`src/rtl/canvas_write_arbiter.sv`:
```
// Shared write port for the four canvas layers: pen writes vs. a full-layer clear engine, plus layer visibility.
// Optional CANVAS_CLEAR_HIDE_EN hides the layer being cleared from the compositor while the clear runs.
module canvas_write_arbiter #(
    parameter int unsigned WIDTH       = 640,
    parameter int unsigned HEIGHT      = 480,
    parameter int unsigned COLOR_WIDTH = 4,
    parameter logic [COLOR_WIDTH-1:0] COLOR_NONE = '0
) (
    input  logic                       clk,
    input  logic                       reset,
    input  logic                       pen_req,
    input  logic [1:0]                 pen_layer,
    input  logic [$clog2(WIDTH)-1:0]   pen_x,
    input  logic [$clog2(HEIGHT)-1:0]  pen_y,
    input  logic [COLOR_WIDTH-1:0]     pen_color,
    output logic                       pen_ack,
    input  logic                       clear_req,
    input  logic [1:0]                 clear_layer,
    output logic                       clear_busy,
    input  logic                       toggle_vis,
    input  logic [1:0]                 toggle_layer,
    output logic [3:0]                 canvas_visible,
    output logic [3:0]                 wr_en,
    output logic [$clog2(WIDTH)-1:0]   wr_x,
    output logic [$clog2(HEIGHT)-1:0]  wr_y,
    output logic [COLOR_WIDTH-1:0]     wr_color
);

    localparam int unsigned XW = $clog2(WIDTH);
    localparam int unsigned YW = $clog2(HEIGHT);

    typedef enum logic {
        IDLE  = 1'b0,
        CLEAR = 1'b1
    } state_t;

    state_t          state_q, state_d;
    logic            rr_q, rr_d;
    logic [XW-1:0]   cx_q, cx_d;
    logic [YW-1:0]   cy_q, cy_d;
    logic [1:0]      layer_q, layer_d;
    logic [3:0]      vis_q;
    logic            pen_grant;
    logic            clear_grant;
    logic            contend;
    logic            last_x;
    logic            last_y;

    // State register: FSM, round-robin bit, sweep position and latched clear layer.
    always_ff @(posedge clk) begin
        if (reset) begin
            state_q <= IDLE;
            rr_q    <= 1'b0;
            cx_q    <= '0;
            cy_q    <= '0;
            layer_q <= '0;
        end else begin
            state_q <= state_d;
            rr_q    <= rr_d;
            cx_q    <= cx_d;
            cy_q    <= cy_d;
            layer_q <= layer_d;
        end
    end

    // Next state and grant decision.
    always_comb begin
        state_d     = state_q;
        rr_d        = rr_q;
        cx_d        = cx_q;
        cy_d        = cy_q;
        layer_d     = layer_q;
        pen_grant   = 1'b0;
        clear_grant = 1'b0;
        contend     = 1'b0;
        last_x      = (cx_q == XW'(WIDTH - 1));
        last_y      = (cy_q == YW'(HEIGHT - 1));

        case (state_q)
            IDLE: begin
                pen_grant = pen_req;
                if (clear_req) begin
                    state_d = CLEAR;
                    layer_d = clear_layer;
                    cx_d    = '0;
                    cy_d    = '0;
                end
            end
            CLEAR: begin
                // A pen aimed at the layer under clear never competes; it waits out the sweep.
                contend = pen_req && (pen_layer != layer_q);
                if (contend) begin
                    pen_grant   = ~rr_q;
                    clear_grant = rr_q;
                    rr_d        = ~rr_q;
                end else begin
                    clear_grant = 1'b1;
                end
                if (clear_grant) begin
                    if (last_x) begin
                        cx_d = '0;
                        if (last_y) begin
                            state_d = IDLE;
                        end else begin
                            cy_d = cy_q + 1'b1;
                        end
                    end else begin
                        cx_d = cx_q + 1'b1;
                    end
                end
            end
            default: state_d = IDLE;
        endcase
    end

    assign pen_ack = pen_grant;

    // Registered write port, busy flag and visibility registers.
    always_ff @(posedge clk) begin
        if (reset) begin
            wr_en      <= 4'b0000;
            wr_x       <= '0;
            wr_y       <= '0;
            wr_color   <= COLOR_NONE;
            clear_busy <= 1'b0;
            vis_q      <= 4'b1111;
        end else begin
            clear_busy <= (state_d == CLEAR);
            if (toggle_vis) begin
                vis_q[toggle_layer] <= ~vis_q[toggle_layer];
            end
            if (pen_grant) begin
                wr_en    <= 4'b0001 << pen_layer;
                wr_x     <= pen_x;
                wr_y     <= pen_y;
                wr_color <= pen_color;
            end else if (clear_grant) begin
                wr_en    <= 4'b0001 << layer_q;
                wr_x     <= cx_q;
                wr_y     <= cy_q;
                wr_color <= COLOR_NONE;
            end else begin
                wr_en    <= 4'b0000;
            end
        end
    end

`ifdef CANVAS_CLEAR_HIDE_EN
    assign canvas_visible = vis_q & ~(clear_busy ? (4'b0001 << layer_q) : 4'b0000);
`else
    assign canvas_visible = vis_q;
`endif

endmodule

```
`config.mk`:
```
export PLATFORM = sky130hd
export DESIGN_NAME = canvas_write_arbiter
export DESIGN_NICKNAME = d
export VERILOG_FILES = /design/src/rtl/canvas_write_arbiter.sv
export SDC_FILE = /design/constraint.sdc
export NUM_CORES = 1
export LEC_CHECK = 0
export CORE_MARGIN = 2
export CORE_UTILIZATION = 51
export DETAILED_ROUTE_END_ITERATION = 7
export PLACE_DENSITY = 0.84
export SYNTH_ARGS = -nofsm -noshare
export SYNTH_HDL_FRONTEND = slang
export SYNTH_SLANG_ARGS = --single-unit
export TNS_END_PERCENT = 5
```
`constraint.sdc`:
```
create_clock -name clk -period 3.13 [get_ports clk]
set_clock_uncertainty 0.15 [all_clocks]
set_input_delay 0.313 -clock clk [delete_from_list [all_inputs] [get_ports clk]]
set_output_delay 0.313 -clock clk [all_outputs]
set_load 0.005 [all_outputs]
```
## Word-level counts from Yosys, hierarchy flattened

Index checks and enable logic that the tools add are counted.

| word-level totals | value |
|---|---|
| word-level logic and storage cells | 65 |
| output and inout bits | 33 |
| register bits | 54 |
| bits of input ports | 34 |

| cells by class | value |
|---|---|
| order comparisons | 2 |
| muxes and demuxes | 32 |
| bitwise logic cells | 3 |
| shifts and indexed selects | 2 |
| eq/ne operators | 7 |
| add/subtract/negate cells | 2 |
| reduce and logical (&&, ||, !) cells | 7 |

Operators by type and width:

| cell | number |
|---|---|
| 9-bit 2-to-1 mux | 6 |
| 10-bit 2-to-1 mux | 5 |
| 10-bit one-hot mux with 2 select lines | 1 |
| 9-bit one-hot mux with 2 select lines | 1 |
| 4-bit 2-to-1 mux | 4 |
| 10-bit by 1-bit adder with 10-bit output, second input constant | 1 |
| 10-bit == test, second input constant | 1 |
| 1-bit 2-to-1 mux | 10 |
| 9-bit by 1-bit adder with 9-bit output, second input constant | 1 |
| 9-bit == test, second input constant | 1 |
| 1-bit by 2-bit << shifter with 4-bit output, first input constant | 2 |
| 2-bit AND reduction | 3 |
| 4-bit bitwise mux | 1 |
| 2-bit by 1-bit != test with 1-bit output, second input constant | 2 |
| 2-bit != test, second input constant | 2 |
| 1-bit one-hot mux with 2 select lines | 2 |
| 4-bit AND reduction | 1 |
| 2-bit by 3-bit < comparator with 1-bit output, second input constant | 1 |
| 1-bit inverter | 3 |
| 1-bit binary-select mux with 2-bit select | 1 |
| 1-bit demux with 2-bit select | 1 |
| 2-bit by 1-bit greater-or-equal comparator with 1-bit output, second input constant | 1 |
| 1-bit logical AND | 2 |
| 2-bit != test | 1 |
| 2-bit nonzero test | 1 |

## Logic depth before layout (Yosys ltp)

| logic depth | value |
|---|---|
| depth after elaboration | 7 |
| depth in mapped cells | 7 |
| depth with buffers taken out | 6 |

## Worst setup path after synthesis

No wires, ideal clock.

| path | value |
|---|---|
| path type | reg-to-reg |
| start point | register cx_q[0] |
| end point | register cy_q[8] |
| arrival time | 1.710 ns |
| buffers on the path | 1 |
| stages on the path, launching flop included | 8 |
| slack | 1.199 ns |
| clock period less this slack | 1.931 ns |
| setup time | 0.070 ns |
| cells stage by stage | dfxtp_1 > ha_1 > nand4b_1 > nor3_4 > a31oi_1 > buf_6 > or4_1 > a21oi_1 |

| between the ends | value |
|---|---|
| cells in the longest elaborated chain, start to end | 3 |

Ends and longest elaborated chain:

| element | line | RTL |
|---|---|---|
| start: declaration | 39 | `logic [XW-1:0] cx_q, cx_d;` |
| start signal: assignment | 54 | `cx_q <= '0;` |
| start signal: assignment | 60 | `cx_q <= cx_d;` |
| 10-bit == test | 76 | `last_x = (cx_q == XW'(WIDTH - 1));` |
| 2-bit by 1-bit != test with 1-bit output (no source line) | - |  |
| 4-bit AND reduction (no source line) | - |  |
| end signal: assignment | 61 | `cy_q <= cy_d;` |
| end: declaration | 40 | `logic [YW-1:0] cy_q, cy_d;` |

Every way passes these cells.
A chain may end at the register's enable or synchronous reset.

==> insert_results.sql <==
INSERT INTO impl_metrics (metric_group, metric, value, unit) VALUES
('synth', 'average_cell_area_after_synthesis', '8.21', 'um2'),
('worst_setup_path', 'count_of_buffer_and_inverter_cells_on_the_critical_path', '2', ''),
('die', 'initial_cell_density_of_the_core', '52.1', '%'),
('sta', 'slew-limit-headroom', '43.8', '%'),
('die', 'die_h', '72.8', 'um'),
('global_routing', 'grt_antenna_before_repair', '0', ''),
('clock_network', 'post_cts_buffers', '0', ''),
('clock_network', 'htree_num_levels', '2', ''),
('sta', 'rsz0062_at_grt', 'no', ''),
('final_layout', 'ff_latch_area', '1080', 'um2'),
('worst_setup_path', 'timing.critical_path.required', '2670', 'ps'),
('global_routing', 'vias_in_the_first_global_route', '2269', ''),
('sta', 'timing_worst_slew_pin_value', '839', 'ps'),
('die', 'fp-row-count', '25', ''),
('worst_setup_path', 'critical_path.max_stage_delay', '610', 'ps'),
('synth', 'ys_seq_area_share', '44.8', '%'),
('final_layout', 'mostFrequentLayoutCell', 'sky130_fd_sc_hd__clkdlybuf4s50_1', ''),
('placed_design', 'dpl_cell_area', '3120', 'um2'),
('worst_setup_path', 'critPathMaxFanout', '19', ''),
('global_routing', 'grt_start_max_net_pins', '24', ''),
('drt', 'drt-initial-drc-count', '112', ''),
('synth', 'synth_async_sr_flop_share', '0', '%'),
('power', 'leakage', '1.19', 'nW'),
('placed_design', 'dpl.hpwl', '4.32', 'mm'),
('die', 'boundaryPins', '67', ''),
('placed_design', 'post-place-ws', '593', 'ps'),
('worst_setup_path', 'cp.arrival', '2110', 'ps'),
('clock_network', 'tritoncts_clock_tree', 'yes', ''),
('final_layout', 'drive_gt1_share', '5.29', '%'),
('clock_network', 'cts-root-buf', 'sky130_fd_sc_hd__clkbuf_8', ''),
('status', 'status', 'completed', ''),
('final_layout', 'finish.utilization', '69.7', '%'),
('final_layout', 'layout.cells.non_filler', '413', ''),
('worst_setup_path', 'critPathCaptureType', 'output pin', ''),
('final_layout', 'stdcell_area', '3230', 'um2'),
('sta', 'final.setup.worst_slack', '561', 'ps'),
('clock_network', 'clk-insertion-delay-late', '310', 'ps'),
('final_layout', 'num_antenna_cells', '0', ''),
('synth', 'synth_fp_nets', '330', ''),
('clock_network', 'cts-root-to-sink-buffers', '2', ''),
('synth', 'yosys_warnings', '0', ''),
('final_layout', 'area_used_by_multi_input_combinational_logic', '1230', 'um2'),
('sta', 'hold_viol_final', '0', ''),
('placed_design', 'place.port_buffers', '66', ''),
('final_layout', 'final_net_count', '394', ''),
('final_layout', 'nFillCells', '402', ''),
('global_routing', 'grt_first_pass_wirelength', '9.95', 'mm'),
('synth', 'netlist-cell-type-count', '49', ''),
('drt', 'detail_route.drc_violations', '0', ''),
('power', 'cellPowerDensity', '454', 'nW/um2'),
('run', 'max_cap_viol_count', '0', ''),
('worst_setup_path', 'critPathTopFamily', 'flip-flops', ''),
('final_layout', 'area_growth', '33.8', '%'),
('placed_design', 'post_place_cells', '405', ''),
('clock_network', 'post_cts_resized', '0', ''),
('worst_setup_path', 'crit_path_cell_trace', 'or2_2 > o21ai_1 > clkinv_1 > clkdlybuf4s50_1', ''),
('worst_setup_path', 'worst_setup_path_start_kind', 'register', ''),
('sta', 'setup_total_negative_slack', '0', 'ps'),
('clock_network', 'cts_hold_buf', '0', ''),
('clock_network', 'worst_setup_hold_path_clk_slew', '90', 'ps'),
('drt', 'route.antenna.remaining_nets', '0', ''),
('sta', 'period_share', '82.1', '%'),
('clock_network', 'cts-buffers-inserted', '5', ''),
('synth', 'syn_inst', '294', ''),
('power', 'ir_worst_vdd', '0.000293', 'V'),
('die', 'design.core.area', '4630', 'um2'),
('sta', 'maxClockFrequency', '389', 'MHz'),
('sta', 'timing.final.max_slew_violations', '0', ''),
('synth', 'syn-cell-area', '2410', 'um2'),
('final_layout', 'layout.cells.most_common_list', 'sky130_fd_sc_hd__clkdlybuf4s50_1 (66), sky130_fd_sc_hd__dfxtp_1 (54), sky130_fd_sc_hd__nor2_1 (50)', ''),
('worst_setup_path', 'critical-path-slowest-cell', 'sky130_fd_sc_hd__dfxtp_1', '');
==> report_power, final <==
group | total [mW] | switching [mW] | internal [mW]
Sequential | 0.746 | 0.0231 | 0.723
Clock | 0.461 | 0.226 | 0.236
Combinational | 0.259 | 0.120 | 0.139
==> synthesized netlist by cell type (2+ instances only) <==
cell	count	share of area (%)
sky130_fd_sc_hd__dfxtp_1	54	45
sky130_fd_sc_hd__nor2_1	50	7.8
sky130_fd_sc_hd__nand2_1	27	4.2
sky130_fd_sc_hd__a21oi_1	23	4.8
sky130_fd_sc_hd__nand3_1	12	2.5
sky130_fd_sc_hd__nor3_1	11	2.3
sky130_fd_sc_hd__nor4_1	11	2.9
sky130_fd_sc_hd__clkbuf_1	10	1.6
sky130_fd_sc_hd__o21ai_0	9	1.9
sky130_fd_sc_hd__inv_1	7	1.1
sky130_fd_sc_hd__xor2_1	7	2.5
sky130_fd_sc_hd__a22oi_1	6	1.9
sky130_fd_sc_hd__nand4b_1	5	1.8
sky130_fd_sc_hd__nand3b_1	4	1.2
sky130_fd_sc_hd__or3_1	4	1.0
sky130_fd_sc_hd__nand4_1	3	0.78
sky130_fd_sc_hd__xnor2_1	3	1.1
sky130_fd_sc_hd__a2111oi_0	2	0.73
sky130_fd_sc_hd__a311oi_1	2	0.73
sky130_fd_sc_hd__a31oi_1	2	0.52
sky130_fd_sc_hd__a32o_1	2	0.83
sky130_fd_sc_hd__and2_1	2	0.52
sky130_fd_sc_hd__and3_1	2	0.52
sky130_fd_sc_hd__buf_1	2	0.31
sky130_fd_sc_hd__buf_2	2	0.41
sky130_fd_sc_hd__ha_1	2	1.0
sky130_fd_sc_hd__mux2i_1	2	0.83
sky130_fd_sc_hd__nor2b_1	2	0.52
sky130_fd_sc_hd__o22ai_1	2	0.52
sky130_fd_sc_hd__o31ai_1	2	0.62
sky130_fd_sc_hd__o32ai_1	2	0.73
sky130_fd_sc_hd__or2_2	2	0.52
sky130_fd_sc_hd__or4_1	2	0.62
==> flip-flops by register name, indices dropped and copies added (netlist names) <==
signal          count
wr_y                9
canvas_visible      4
cy_q                9
cx_q               10
wr_x               10
clear_busy          1
wr_en               4
rr_q                1
wr_color            4
layer_q             2
==> final timing paths <==
path | start | to | slack, ps | cells after the start
worst max-delay path | clear_busy | pen_ack | 560 | 4
worst min-delay path | wr_color[3] | wr_color[3] | 310 | 2
worst max register to register | cx_q[0] | cy_q[6] | 840 | 6
worst min register to register | wr_color[3] | wr_color[3] | 310 | 2
==> routing by layer <==
| layer | track usage, % | wire, um | vias up |
|---|---|---|---|
| met2 | 39.1 | 2770 | 85 |
| met4 | 10.9 | 107 | 0 |
| li1 | - | - | 1186 |
| met1 | 29.7 | 2620 | 1085 |
| met3 | 6.35 | 497 | 12 |
| met5 | 0 | 0 | - |
==> cell type report <==
class	count	share of cell area (%)
multi-input cells	217	38.3
flip-flops and latches	54	33.5
repair buffers	72	21.9
clock buffers	5	2.13
well taps	54	2.09
clock inverters	3	1.24
inverters	8	0.930
==> stage by stage <==
step	power, mW	hold WS [ps]
after global placement	1.02	295
final	1.47	310
after floorplan	0.876	277
after CTS	1.47	314
after detailed placement	1.02	295
after global routing	1.53	341
==> kinds of logic after synthesis <==
logic type,share of synthesized area (%)
flops,44.8
buf+inv,3.99
mux,0.830
simple gates,30.1
fa+ha+maj,1.04
xor+xnor,3.63
compound gates,15.6
==> worst reg2reg max path, stage by stage (launching register included) <==
cell and delay (ps):
sky130_fd_sc_hd__dfxtp_1 420, sky130_fd_sc_hd__ha_1 210, sky130_fd_sc_hd__nand4b_1 150, sky130_fd_sc_hd__nor3_4 240
sky130_fd_sc_hd__a31oi_1 340, sky130_fd_sc_hd__or4_1 580, sky130_fd_sc_hd__a21oi_1 140
No activity file was read; power rests on OpenSTA's default activity.
